File: config.mk
export PLATFORM = sky130hd
export DESIGN_NAME = if_prefetch_stage_flat
export DESIGN_NICKNAME = d
export VERILOG_FILES = /design/src/rtl/if_prefetch_stage_pkg.sv /design/src/rtl/if_prefetch_stage_if.sv /design/src/rtl/if_prefetch_stage_fetch_fifo.sv /design/src/rtl/if_prefetch_stage.sv /design/src/flat_wrapper.sv
export SDC_FILE = /design/constraint.sdc
export NUM_CORES = 1
export LEC_CHECK = 0
export ABC_AREA = 1
export CORE_ASPECT_RATIO = 0.8
export CORE_MARGIN = 2
export CORE_UTILIZATION = 57
export CTS_CLUSTER_SIZE = 30
export DETAILED_ROUTE_END_ITERATION = 10
export GPL_ROUTABILITY_DRIVEN = 0
export HOLD_SLACK_MARGIN = 0.03
export PLACE_DENSITY = 0.81
export SYNTH_ARGS = -nofsm -noshare
export SYNTH_HDL_FRONTEND = slang
export SYNTH_SLANG_ARGS = --single-unit
File: constraint.sdc
create_clock -name clk -period 5.3 [get_ports clk]
set_input_delay 0.53 -clock clk [delete_from_list [all_inputs] [get_ports clk]]
set_output_delay 0.53 -clock clk [all_outputs]
set_load 0.02 [all_outputs]
File: src/rtl/if_prefetch_stage_pkg.sv
// Shared constants and types for the instruction-fetch prefetch stage.
// Word width, memory cell size and the word-to-byte shift all live here.
package if_prefetch_stage_pkg;

    localparam int WORD_LEN_DEF  = 32;
    localparam int MEM_CELL_SIZE = 8;
    localparam int BR_SHIFT      = 2;
    localparam int INSTR_BYTES   = WORD_LEN_DEF / MEM_CELL_SIZE;

    // IDLE: free to issue. WAIT: one live request. DROP: one stale request to swallow.
    typedef enum logic [1:0] {
        FS_IDLE,
        FS_WAIT,
        FS_DROP
    } fetch_state_e;

endpackage

File: src/rtl/if_prefetch_stage_if.sv
// Bundle of branch, stall, instruction-memory and decode-side signals around the fetch stage.
// The master modport is the fetch stage itself; the slave modport is its surroundings.
interface if_prefetch_stage_if #(
    parameter int WORD_LEN = if_prefetch_stage_pkg::WORD_LEN_DEF
);

    logic                brTaken;
    logic [WORD_LEN-1:0] brBasePC;
    logic [WORD_LEN-1:0] brOffset;
    logic                freeze;

    logic                imem_req;
    logic [WORD_LEN-1:0] imem_addr;
    logic                imem_valid;
    logic [WORD_LEN-1:0] imem_rdata;

    logic [WORD_LEN-1:0] PC;
    logic [WORD_LEN-1:0] instruction;
    logic                instr_valid;

    modport master (
        input  brTaken,
        input  brBasePC,
        input  brOffset,
        input  freeze,
        input  imem_valid,
        input  imem_rdata,
        output imem_req,
        output imem_addr,
        output PC,
        output instruction,
        output instr_valid
    );

    modport slave (
        output brTaken,
        output brBasePC,
        output brOffset,
        output freeze,
        output imem_valid,
        output imem_rdata,
        input  imem_req,
        input  imem_addr,
        input  PC,
        input  instruction,
        input  instr_valid
    );

endinterface

File: src/rtl/if_prefetch_stage_fetch_fifo.sv
// Power-of-two circular queue holding {address, instruction} entries for the fetch stage.
// The caller must not push into a full queue unless it pops in the same cycle.
module fetch_fifo import if_prefetch_stage_pkg::*; #(
    parameter int WIDTH = 2 * WORD_LEN_DEF,
    parameter int DEPTH = 4
) (
    input  logic                         clk,
    input  logic                         rst,
    input  logic                         push,
    input  logic                         pop,
    input  logic                         flush,
    input  logic [WIDTH-1:0]             i_wdata,
    output logic [WIDTH-1:0]             o_rdata,
    output logic                         full,
    output logic                         empty,
    output logic [$clog2(DEPTH + 1)-1:0] count
);

    localparam int PTR_W = $clog2(DEPTH);
    localparam int CNT_W = $clog2(DEPTH + 1);

    logic [WIDTH-1:0] r_mem [DEPTH];
    logic [PTR_W-1:0] r_wrPtr;
    logic [PTR_W-1:0] r_rdPtr;
    logic [CNT_W-1:0] r_count;

    logic w_doPush;
    logic w_doPop;

    assign w_doPop  = pop && !empty && !flush;
    assign w_doPush = push && !flush;

    // Storage needs no reset: the count alone decides what is visible.
    always_ff @(posedge clk) begin
        if (w_doPush) begin
            r_mem[r_wrPtr] <= i_wdata;
        end
    end

    always_ff @(posedge clk or posedge rst) begin
        if (rst) begin
            r_wrPtr <= '0;
            r_rdPtr <= '0;
            r_count <= '0;
        end else if (flush) begin
            r_wrPtr <= '0;
            r_rdPtr <= '0;
            r_count <= '0;
        end else begin
            if (w_doPush) begin
                r_wrPtr <= r_wrPtr + PTR_W'(1);
            end
            if (w_doPop) begin
                r_rdPtr <= r_rdPtr + PTR_W'(1);
            end
            case ({w_doPush, w_doPop})
                2'b10:   r_count <= r_count + CNT_W'(1);
                2'b01:   r_count <= r_count - CNT_W'(1);
                default: r_count <= r_count;
            endcase
        end
    end

    assign o_rdata = r_mem[r_rdPtr];
    assign full    = (r_count == CNT_W'(DEPTH));
    assign empty   = (r_count == '0);
    assign count   = r_count;

endmodule

File: src/rtl/if_prefetch_stage.sv
// Instruction prefetch stage: issues one memory request at a time into a small queue,
// redirects on taken branches and discards any response that was in flight at the time.
module if_prefetch_stage import if_prefetch_stage_pkg::*; #(
    parameter int                  WORD_LEN = WORD_LEN_DEF,
    parameter int                  DEPTH    = 4,
    parameter logic [WORD_LEN-1:0] RESET_PC = '0
) (
    input logic                 clk,
    input logic                 rst,
    if_prefetch_stage_if.master bus
);

    localparam int CNT_W   = $clog2(DEPTH + 1);
    localparam int ENTRY_W = 2 * WORD_LEN;

    fetch_state_e        r_state;
    fetch_state_e        w_stateNext;
    logic [WORD_LEN-1:0] r_fetchPc;
    logic [WORD_LEN-1:0] r_reqAddr;
    logic [WORD_LEN-1:0] r_pcHold;

    logic                w_req;
    logic                w_push;
    logic                w_pop;
    logic                w_full;
    logic                w_empty;
    logic                w_room;
    logic [CNT_W-1:0]    w_count;
    logic [ENTRY_W-1:0]  w_head;
    logic [WORD_LEN-1:0] w_headAddr;
    logic [WORD_LEN-1:0] w_headInstr;
    logic [WORD_LEN-1:0] w_headPc;
    logic [WORD_LEN-1:0] w_nextPc;
    logic [WORD_LEN-1:0] w_brTarget;

    assign w_brTarget  = bus.brBasePC + (bus.brOffset << BR_SHIFT);
    assign w_nextPc    = r_fetchPc + WORD_LEN'(INSTR_BYTES);
    assign w_room      = (int'(w_count) + 1) <= DEPTH;
    assign w_pop       = !w_empty && !bus.freeze && !bus.brTaken;
    assign w_headAddr  = w_head[ENTRY_W-1 -: WORD_LEN];
    assign w_headInstr = w_head[WORD_LEN-1:0];
    assign w_headPc    = w_headAddr + WORD_LEN'(INSTR_BYTES);

    fetch_fifo #(
        .WIDTH (ENTRY_W),
        .DEPTH (DEPTH)
    ) u_fetchFifo (
        .clk     (clk),
        .rst     (rst),
        .push    (w_push),
        .pop     (w_pop),
        .flush   (bus.brTaken),
        .i_wdata ({r_reqAddr, bus.imem_rdata}),
        .o_rdata (w_head),
        .full    (w_full),
        .empty   (w_empty),
        .count   (w_count)
    );

    // A branch in WAIT turns the live request stale unless its answer lands this very cycle.
    always_comb begin
        w_stateNext = r_state;
        w_req       = 1'b0;
        w_push      = 1'b0;
        case (r_state)
            FS_IDLE: begin
                if (!bus.brTaken && w_room) begin
                    w_req       = 1'b1;
                    w_stateNext = FS_WAIT;
                end
            end
            FS_WAIT: begin
                if (bus.imem_valid) begin
                    w_push      = !bus.brTaken && (!w_full || w_pop);
                    w_stateNext = FS_IDLE;
                end else if (bus.brTaken) begin
                    w_stateNext = FS_DROP;
                end
            end
            FS_DROP: begin
                if (bus.imem_valid) begin
                    w_stateNext = FS_IDLE;
                end
            end
            default: begin
                w_stateNext = FS_IDLE;
            end
        endcase
    end

    always_ff @(posedge clk or posedge rst) begin
        if (rst) begin
            r_state   <= FS_IDLE;
            r_fetchPc <= RESET_PC;
            r_reqAddr <= RESET_PC;
            r_pcHold  <= RESET_PC;
        end else begin
            r_state <= w_stateNext;
            if (bus.brTaken) begin
                r_fetchPc <= w_brTarget;
            end else if (w_req) begin
                r_fetchPc <= w_nextPc;
                r_reqAddr <= r_fetchPc;
            end
            if (!w_empty) begin
                r_pcHold <= w_headPc;
            end
        end
    end

    // Gating with rst keeps the request low while reset is held.
    assign bus.imem_req    = w_req && !rst;
    assign bus.imem_addr   = r_fetchPc;
    assign bus.instr_valid = !w_empty;
    assign bus.instruction = w_empty ? '0 : w_headInstr;
    assign bus.PC          = w_empty ? r_pcHold : w_headPc;

endmodule

File: src/flat_wrapper.sv
// flat-port wrapper written by rule: the top's interface ports become plain ports
module if_prefetch_stage_flat import if_prefetch_stage_pkg::*;
#(
    parameter int                  WORD_LEN = WORD_LEN_DEF,
    parameter int                  DEPTH    = 4,
    parameter logic [WORD_LEN-1:0] RESET_PC = '0
)
  (clk, rst, bus_brTaken, bus_brBasePC, bus_brOffset, bus_freeze, bus_imem_valid, bus_imem_rdata, bus_imem_req, bus_imem_addr, bus_PC, bus_instruction, bus_instr_valid);
  if_prefetch_stage_if #(.WORD_LEN(WORD_LEN)) bus_i ();
  input logic clk;
  input logic rst;
  input wire logic [$bits(bus_i.brTaken)-1:0] bus_brTaken;
  input wire logic [$bits(bus_i.brBasePC)-1:0] bus_brBasePC;
  input wire logic [$bits(bus_i.brOffset)-1:0] bus_brOffset;
  input wire logic [$bits(bus_i.freeze)-1:0] bus_freeze;
  input wire logic [$bits(bus_i.imem_valid)-1:0] bus_imem_valid;
  input wire logic [$bits(bus_i.imem_rdata)-1:0] bus_imem_rdata;
  output wire logic [$bits(bus_i.imem_req)-1:0] bus_imem_req;
  output wire logic [$bits(bus_i.imem_addr)-1:0] bus_imem_addr;
  output wire logic [$bits(bus_i.PC)-1:0] bus_PC;
  output wire logic [$bits(bus_i.instruction)-1:0] bus_instruction;
  output wire logic [$bits(bus_i.instr_valid)-1:0] bus_instr_valid;
  assign bus_i.brTaken = bus_brTaken;
  assign bus_i.brBasePC = bus_brBasePC;
  assign bus_i.brOffset = bus_brOffset;
  assign bus_i.freeze = bus_freeze;
  assign bus_i.imem_valid = bus_imem_valid;
  assign bus_i.imem_rdata = bus_imem_rdata;
  assign bus_imem_req = bus_i.imem_req;
  assign bus_imem_addr = bus_i.imem_addr;
  assign bus_PC = bus_i.PC;
  assign bus_instruction = bus_i.instruction;
  assign bus_instr_valid = bus_i.instr_valid;
  if_prefetch_stage #(.WORD_LEN(WORD_LEN), .DEPTH(DEPTH), .RESET_PC(RESET_PC)) u_core (.clk(clk), .rst(rst), .bus(bus_i));
endmodule
* Word level (Yosys, flattened, before mapping) *
Memories as Yosys holds them, arrays and structs flattened.
Cells that the tools add are included.

cells by class
  $add $sub $neg = 8
  multiply operators = 0
  div/mod/pow operators = 0
  $lt $le $gt $ge = 1
  equality and inequality tests = 8
  shift-type cells = 0
  muxes and demuxes = 21
  bitwise operators = 1
  reductions and logical operators = 22

operators by type and width
  operator                 number
  $mux W32                 4
  $add A32 B3 Y32 const B  2
  $add A32 B32 Y32         1
  $le A32 B4 Y1 const B    1
  $mux W2                  8
  $logic_and A1 B1 Y1      8
  $mux W1                  6
  $pmux W2 S3              1
  $pmux W3 S2              1
  $reduce_bool A2 Y1       3
  $logic_not A1 Y1         5
  $add A2 B1 Y2 const B    2
  $add A3 B1 Y4 const B    1
  $eq A2 B1 Y1 const B     2
  $eq A2 B2 Y1 const B     2
  $add A3 B1 Y3 const B    1
  $eq A3 B3 Y1 const B     1
  $logic_not A3 Y1         1
  $mux W3                  1
  $ne A3 B3 Y1 const B     1
  $reduce_and A3 Y1        1
  $reduce_bool A3 Y1       1
  $sub A3 B1 Y3 const B    1
  $logic_not A2 Y1         1
  5 further kinds          5

storage, ports and cells
  register bits = 105
  latch bits = 0
  memory bits (writable) = 256
  bits in read-only memories = 0
  bits of input ports = 101
  memories kept = 1

memories
  memory                    words  width  read ports  clocked after Yosys merged registers in  wr ports  RTL line                            RTL
  u_core.u_fetchFifo.r_mem  4      64     1           0                                        1         if_prefetch_stage_fetch_fifo.sv:22  logic [WIDTH-1:0] r_mem [DEPTH];

* Depth between registers and ports, before layout *
  depth in word-level cells = 12
  mapped depth = 18

* Hierarchy *
From an unflattened synthesis, not the netlist that was laid out.

unflattened totals
  cells, all modules = 1874
  area, all modules = 17569.4 sq um

by module, submodules not included
  module             instances  cells an instance  area an instance (sq um)  sequential area each (sq um)
  fetch_fifo         1          687                9953.3                    7862.5
  if_prefetch_stage  1          1187               7616.1                    2452.4

* Worst setup path before layout *
OpenSTA, ideal clock, no wires.

  path kind = input -> register
  start = input bus_brTaken
  end = memory u_core.u_fetchFifo.r_mem[0][0] (netlist name) (enable)
  setup time = 0.486 ns
  arrival = 3.833 ns
  required time = 4.814 ns
  slack = 0.981 ns
  cell stages on the path = 5
  path buffers = 1
  cells stage by stage = buf_2 > inv_2 > nand3_1 > a31o_2 > nor2_1

on the way
  word-level cells in the longest chain between the ends = 9

RTL lines
  item                               RTL line                                                                              RTL
  start: declaration                 flat_wrapper.sv:12                                                                    input wire logic [$bits(bus_i.brTaken)-1:0] bus_brTaken;
  $logic_not A1 Y1 (*)               if_prefetch_stage_fetch_fifo.sv:31, if_prefetch_stage.sv:39, if_prefetch_stage.sv:74
  $logic_and A1 B1 Y1                if_prefetch_stage.sv:39                                                               assign w_pop = !w_empty && !bus.freeze && !bus.brTaken;
  $logic_or A1 B1 Y1                 if_prefetch_stage.sv:74                                                               w_push = !bus.brTaken && (!w_full || w_pop);
  $logic_and A1 B1 Y1                if_prefetch_stage.sv:74
  $mux W1                            if_prefetch_stage.sv:73                                                               if (bus.imem_valid) begin
  $mux W1                            if_prefetch_stage.sv:65                                                               case (r_state)
  $logic_and A1 B1 Y1 (*)            if_prefetch_stage_fetch_fifo.sv:31                                                    assign w_doPush = push && !flush;
  $mux W1 (*)                        if_prefetch_stage_fetch_fifo.sv:35                                                    if (w_doPush) begin
  $mux W1 (implied by the code) (*)  if_prefetch_stage_fetch_fifo.sv:36                                                    r_mem[r_wrPtr] <= i_wdata;
  end: declaration                   if_prefetch_stage_fetch_fifo.sv:22

Every way passes the cells marked *; elsewhere a longest branch is shown, timed or not.

* Final worst setup path *
  start = register u_core.u_fetchFifo.r_rdPtr[0]
  end = output bus_PC[28]

on the way
  word-level cells in the longest chain between the ends = 3

RTL lines
  item                      RTL line                            RTL
  start: declaration        if_prefetch_stage_fetch_fifo.sv:24  logic [PTR_W-1:0] r_rdPtr;
  start signal: assignment  if_prefetch_stage_fetch_fifo.sv:54  r_rdPtr <= r_rdPtr + PTR_W'(1);
  $mem_v2 Z4 W64            -
  $add A32 B3 Y32           if_prefetch_stage.sv:42             assign w_headPc = w_headAddr + WORD_LEN'(INSTR_BYTES);
  $mux W32                  -
  end: declaration          flat_wrapper.sv:20                  output wire logic [$bits(bus_i.PC)-1:0] bus_PC;

No other way between the ends.

==> summary.txt <==
Run
  – Maxcap violations: 0

Global route
  – Antenna violations before repair: 0
  – First-pass GRT wire length: 71570 um
  – GRT Overall Usage: 27.31%
  – GR Overflow Total: 0
  – Pin count of the biggest net entering global routing: 87
  – Vias in the first global route: 13820

Min path
  – Hold/Removal Path Class: flip-flop to flip-flop
  – Hold path startpoint: u_core.r_pcHold[14]$_DFF_PP0_

Worst setup path
  – CP Cell Sequence: inv_2, buf_4, nand2_1, nand3_1, nand2_2, nor2_1, nand2_1, nor2_2, nand4_1, nand2_1, nand2_1, nand2_1, clkdlybuf4s50_1
  – Crit. End Element: output port
  – Launching point of the worst reg2reg path: u_core.u_fetchFifo.r_rdPtr[0]$_DFFE_PP0P_
  – CP Data Required Time: 4.77 ns
  – Worst setup path startpoint: u_core.u_fetchFifo.r_rdPtr[0]$_DFFE_PP0P_
  – Most used cell, CP: nand2_1
  – CP startpoint kind: flip-flop
  – Crit path max fanout: 45
  – Critical Path AT: 4.31 ns
  – Slowest stage delay, CP: 0.68 ns
  – R2r setup slk: 1.97 ns
  – CP Class: flip-flop to output port
  – Slowest cell on crit path: dfrtp_4

Logic synthesis
  – Synth unique cells: 47
  – Post-synth top flop: edfxtp_1
  – Syn Std Cell Area: 17980 um^2
  – Number of synthesized flops with an enable pin: 256
  – Synth warnings: 0
  – Flops & latches, synth: 361
  – Syn Inst Count: 2034
  – Sequential area share after synthesis: 57.37%
  – Synthesized net count: 2172
  – Mean Syn Cell Area: 8.840 um^2
  – Ys async rst share: 29.09%

CTS
  – TritonCTS buffer count: 35
  – Post-cts resize count: 0
  – Postcts setup bufs: 0
  – Clock-pin slew on the worst setup and hold paths: 0.06 ns
  – Clk buf depth: 3
  – Worst skew pair latency: 0.53 ns
  – Htree depth: 2
  – Clock net sink count: 361
  – Clk root buf: clkbuf_16
  – TritonCTS clock tree: built
  – Post-CTS Hold Buffers: 0

Cells and area
  – Final std cells w/o fill: 2659
  – Fraction of layout cells with a size suffix above 1: 6.029%
  – Final core utilization: 68.49%
  – Diode count: 0
  – Layout Nets: 2351
  – Area Overhead vs Synth: 19.13%

STA
  – Worst relative slew slack: 31.72%
  – Fin worst setup slack: 0.4564 ns
  – RSZ-0062 raised after global routing: false
  – WHS: 0.4833 ns
  – Final TNS setup: 0 ns
  – F_max: 206.5 MHz
  – Final min period: 4.844 ns
  – Count of pins over their slew limit: 0
  – Endpoints failing setup: 0
  – Crit share post-route: 91.39%
  – Post-Route Skew: 0.01840 ns
  – Final hold violations: 0
  – Worst-Margin Slew: 1.024 ns

Floorplanning
  – Initial Utilization: 57.49%
  – Placement Rows: 58
  – Die area: 32990 um^2
  – Die Span X: 202.6 um
  – Die height: 162.9 um
  – Ports: 199
  – Core Box Area: 31280 um^2

Route
  – Avg Vias per Cell: 5.555
  – Post-DRT Antenna Nets: 0
  – DRC violation count after routing: 0
  – TritonRoute pass-1 iters: 6
  – DRT iter0 DRCs: 1380
  – Routed WL: 44990 um
  – DR WL/cell: 16.92 um
  – Vias: 14770

Run status
  – Status: completed

Placement
  – Placed Cells incl. Taps: 2596
  – Port Buffers: 196
  – DPL Wire Length: 30570 um
  – Pre-CTS setup slack: 1.072 ns

Pwr
  – P_leak: 0.008897 uW
  – Maximum VDD drop: 0.2891 mV
  – Pwr dens: 495.3 nW/um^2
==> critical path: cells and delay by family, from the launching register on <==
kind                   cells  cell delay, ns
buffers and inverters      3            1.69
flip-flops                 1            0.68
AND/OR/NAND/NOR           10            1.39
==> where the power goes <==
group / total (uW) / internal [uW] / switching [uW]
clock: 2420 / 1360 / 1060
combinational: 4130 / 1510 / 2620
sequential: 4060 / 3600 / 456
==> cells in the final DEF, fill, tap and decap left out, types with 9 or more instances in the layout <==
cell,count
nand2_1,609
nor2_1,285
edfxtp_1,256
clkdlybuf4s50_1,196
inv_1,150
o21ai_0,130
nand3_1,126
dfrtp_1,103
a21oi_1,85
ha_1,35
clkbuf_16,35
nand4_1,23
inv_2,17
nor3_1,17
nor2_2,16
nand2_2,15
buf_4,14
nand3b_1,12
xor2_1,12
a31oi_1,12
nor2_4,9
==> cell type report <==
cell class / count / area [um^2]
flip-flops and latches: 361 / 10320
fillers: 2358 / 9857
multi-input cells: 1433 / 6693
repair buffers: 213 / 2127
clock buffers: 44 / 929.6
inverters: 169 / 636.9
well taps: 420 / 525.5
clock inverters: 19 / 188.9
==> sequential cells by signal, summed over array words and instances (netlist names) <==
register and cells:
u_core.r_reqAddr 32, u_core.u_fetchFifo.r_mem 256, u_core.u_fetchFifo.count 3, u_core.r_state 2, u_core.u_fetchFifo.r_wrPtr 2, u_core.bus.imem_addr 32
u_core.r_pcHold 32, u_core.u_fetchFifo.r_rdPtr 2
==> cell usage after synthesis, drive strengths merged, types with 2 or more instances <==
| cell type | count | share of area [%] |
|---|---|---|
| nand2 | 624 | 13 |
| nor2 | 310 | 6.9 |
| edfxtp | 256 | 43 |
| inv | 168 | 3.5 |
| o21ai | 135 | 3.8 |
| nand3 | 129 | 3.7 |
| dfrtp | 105 | 15 |
| a21oi | 85 | 2.4 |
| buf | 41 | 1.4 |
| ha | 35 | 2.4 |
| clkbuf | 30 | 0.63 |
| nand4 | 23 | 0.80 |
| nor3 | 17 | 0.47 |
| a31oi | 12 | 0.42 |
| nand3b | 12 | 0.50 |
| xor2 | 12 | 0.58 |
| o211ai | 5 | 0.24 |
| o221ai | 5 | 0.24 |
| xnor2 | 4 | 0.19 |
| nor3b | 3 | 0.13 |
| o21bai | 3 | 0.13 |
| o22ai | 3 | 0.10 |
| a21boi | 2 | 0.083 |
| fa | 2 | 0.22 |
| or2 | 2 | 0.070 |
==> stage by stage <==
stage               power (uW)  area, um^2
finish                   10610       21420
global placement          8071       20300
global route             11190       21420
detailed placement        8193       20300
CTS                      10620       21420
floorplan                 6477       17980
==> cell families after synthesis <==
family / count (synthesis) / share of synthesized area (%)
AND/OR/NAND/NOR: 1123 / 25.97
XOR/XNOR: 16 / 0.7793
flip-flops: 361 / 57.37
buffers and inverters: 240 / 5.581
adder cells (fa/ha/maj): 37 / 2.658
AO/OA/AOI/OAI: 257 / 7.647
==> worst paths after layout <==
kind,end,cells past startpoint
setup / recovery,bus_PC[28],13
hold / removal,u_core.r_pcHold[14]$_DFF_PP0_,2
setup reg to reg,u_core.r_pcHold[28]$_DFF_PP0_,13
hold reg to reg,u_core.r_pcHold[14]$_DFF_PP0_,2
max in group asynchronous,u_core.r_pcHold[8]$_DFF_PP0_,3
min in group asynchronous,u_core.u_fetchFifo.r_wrPtr[0]$_DFFE_PP0P_,2
==> routing by layer <==
| layer | global-route usage [%] | vias to the layer above | part of all wire, % |
|---|---|---|---|
| li1 | - | 7119 | - |
| met4 | 7.830 | 0 | 2.0 |
| met2 | 43.98 | 661 | 46 |
| met1 | 38.38 | 6921 | 43 |
| met3 | 4.902 | 71 | 8.8 |
| met5 | 0 | - | 0 |
(Power assumes the default switching activity.)
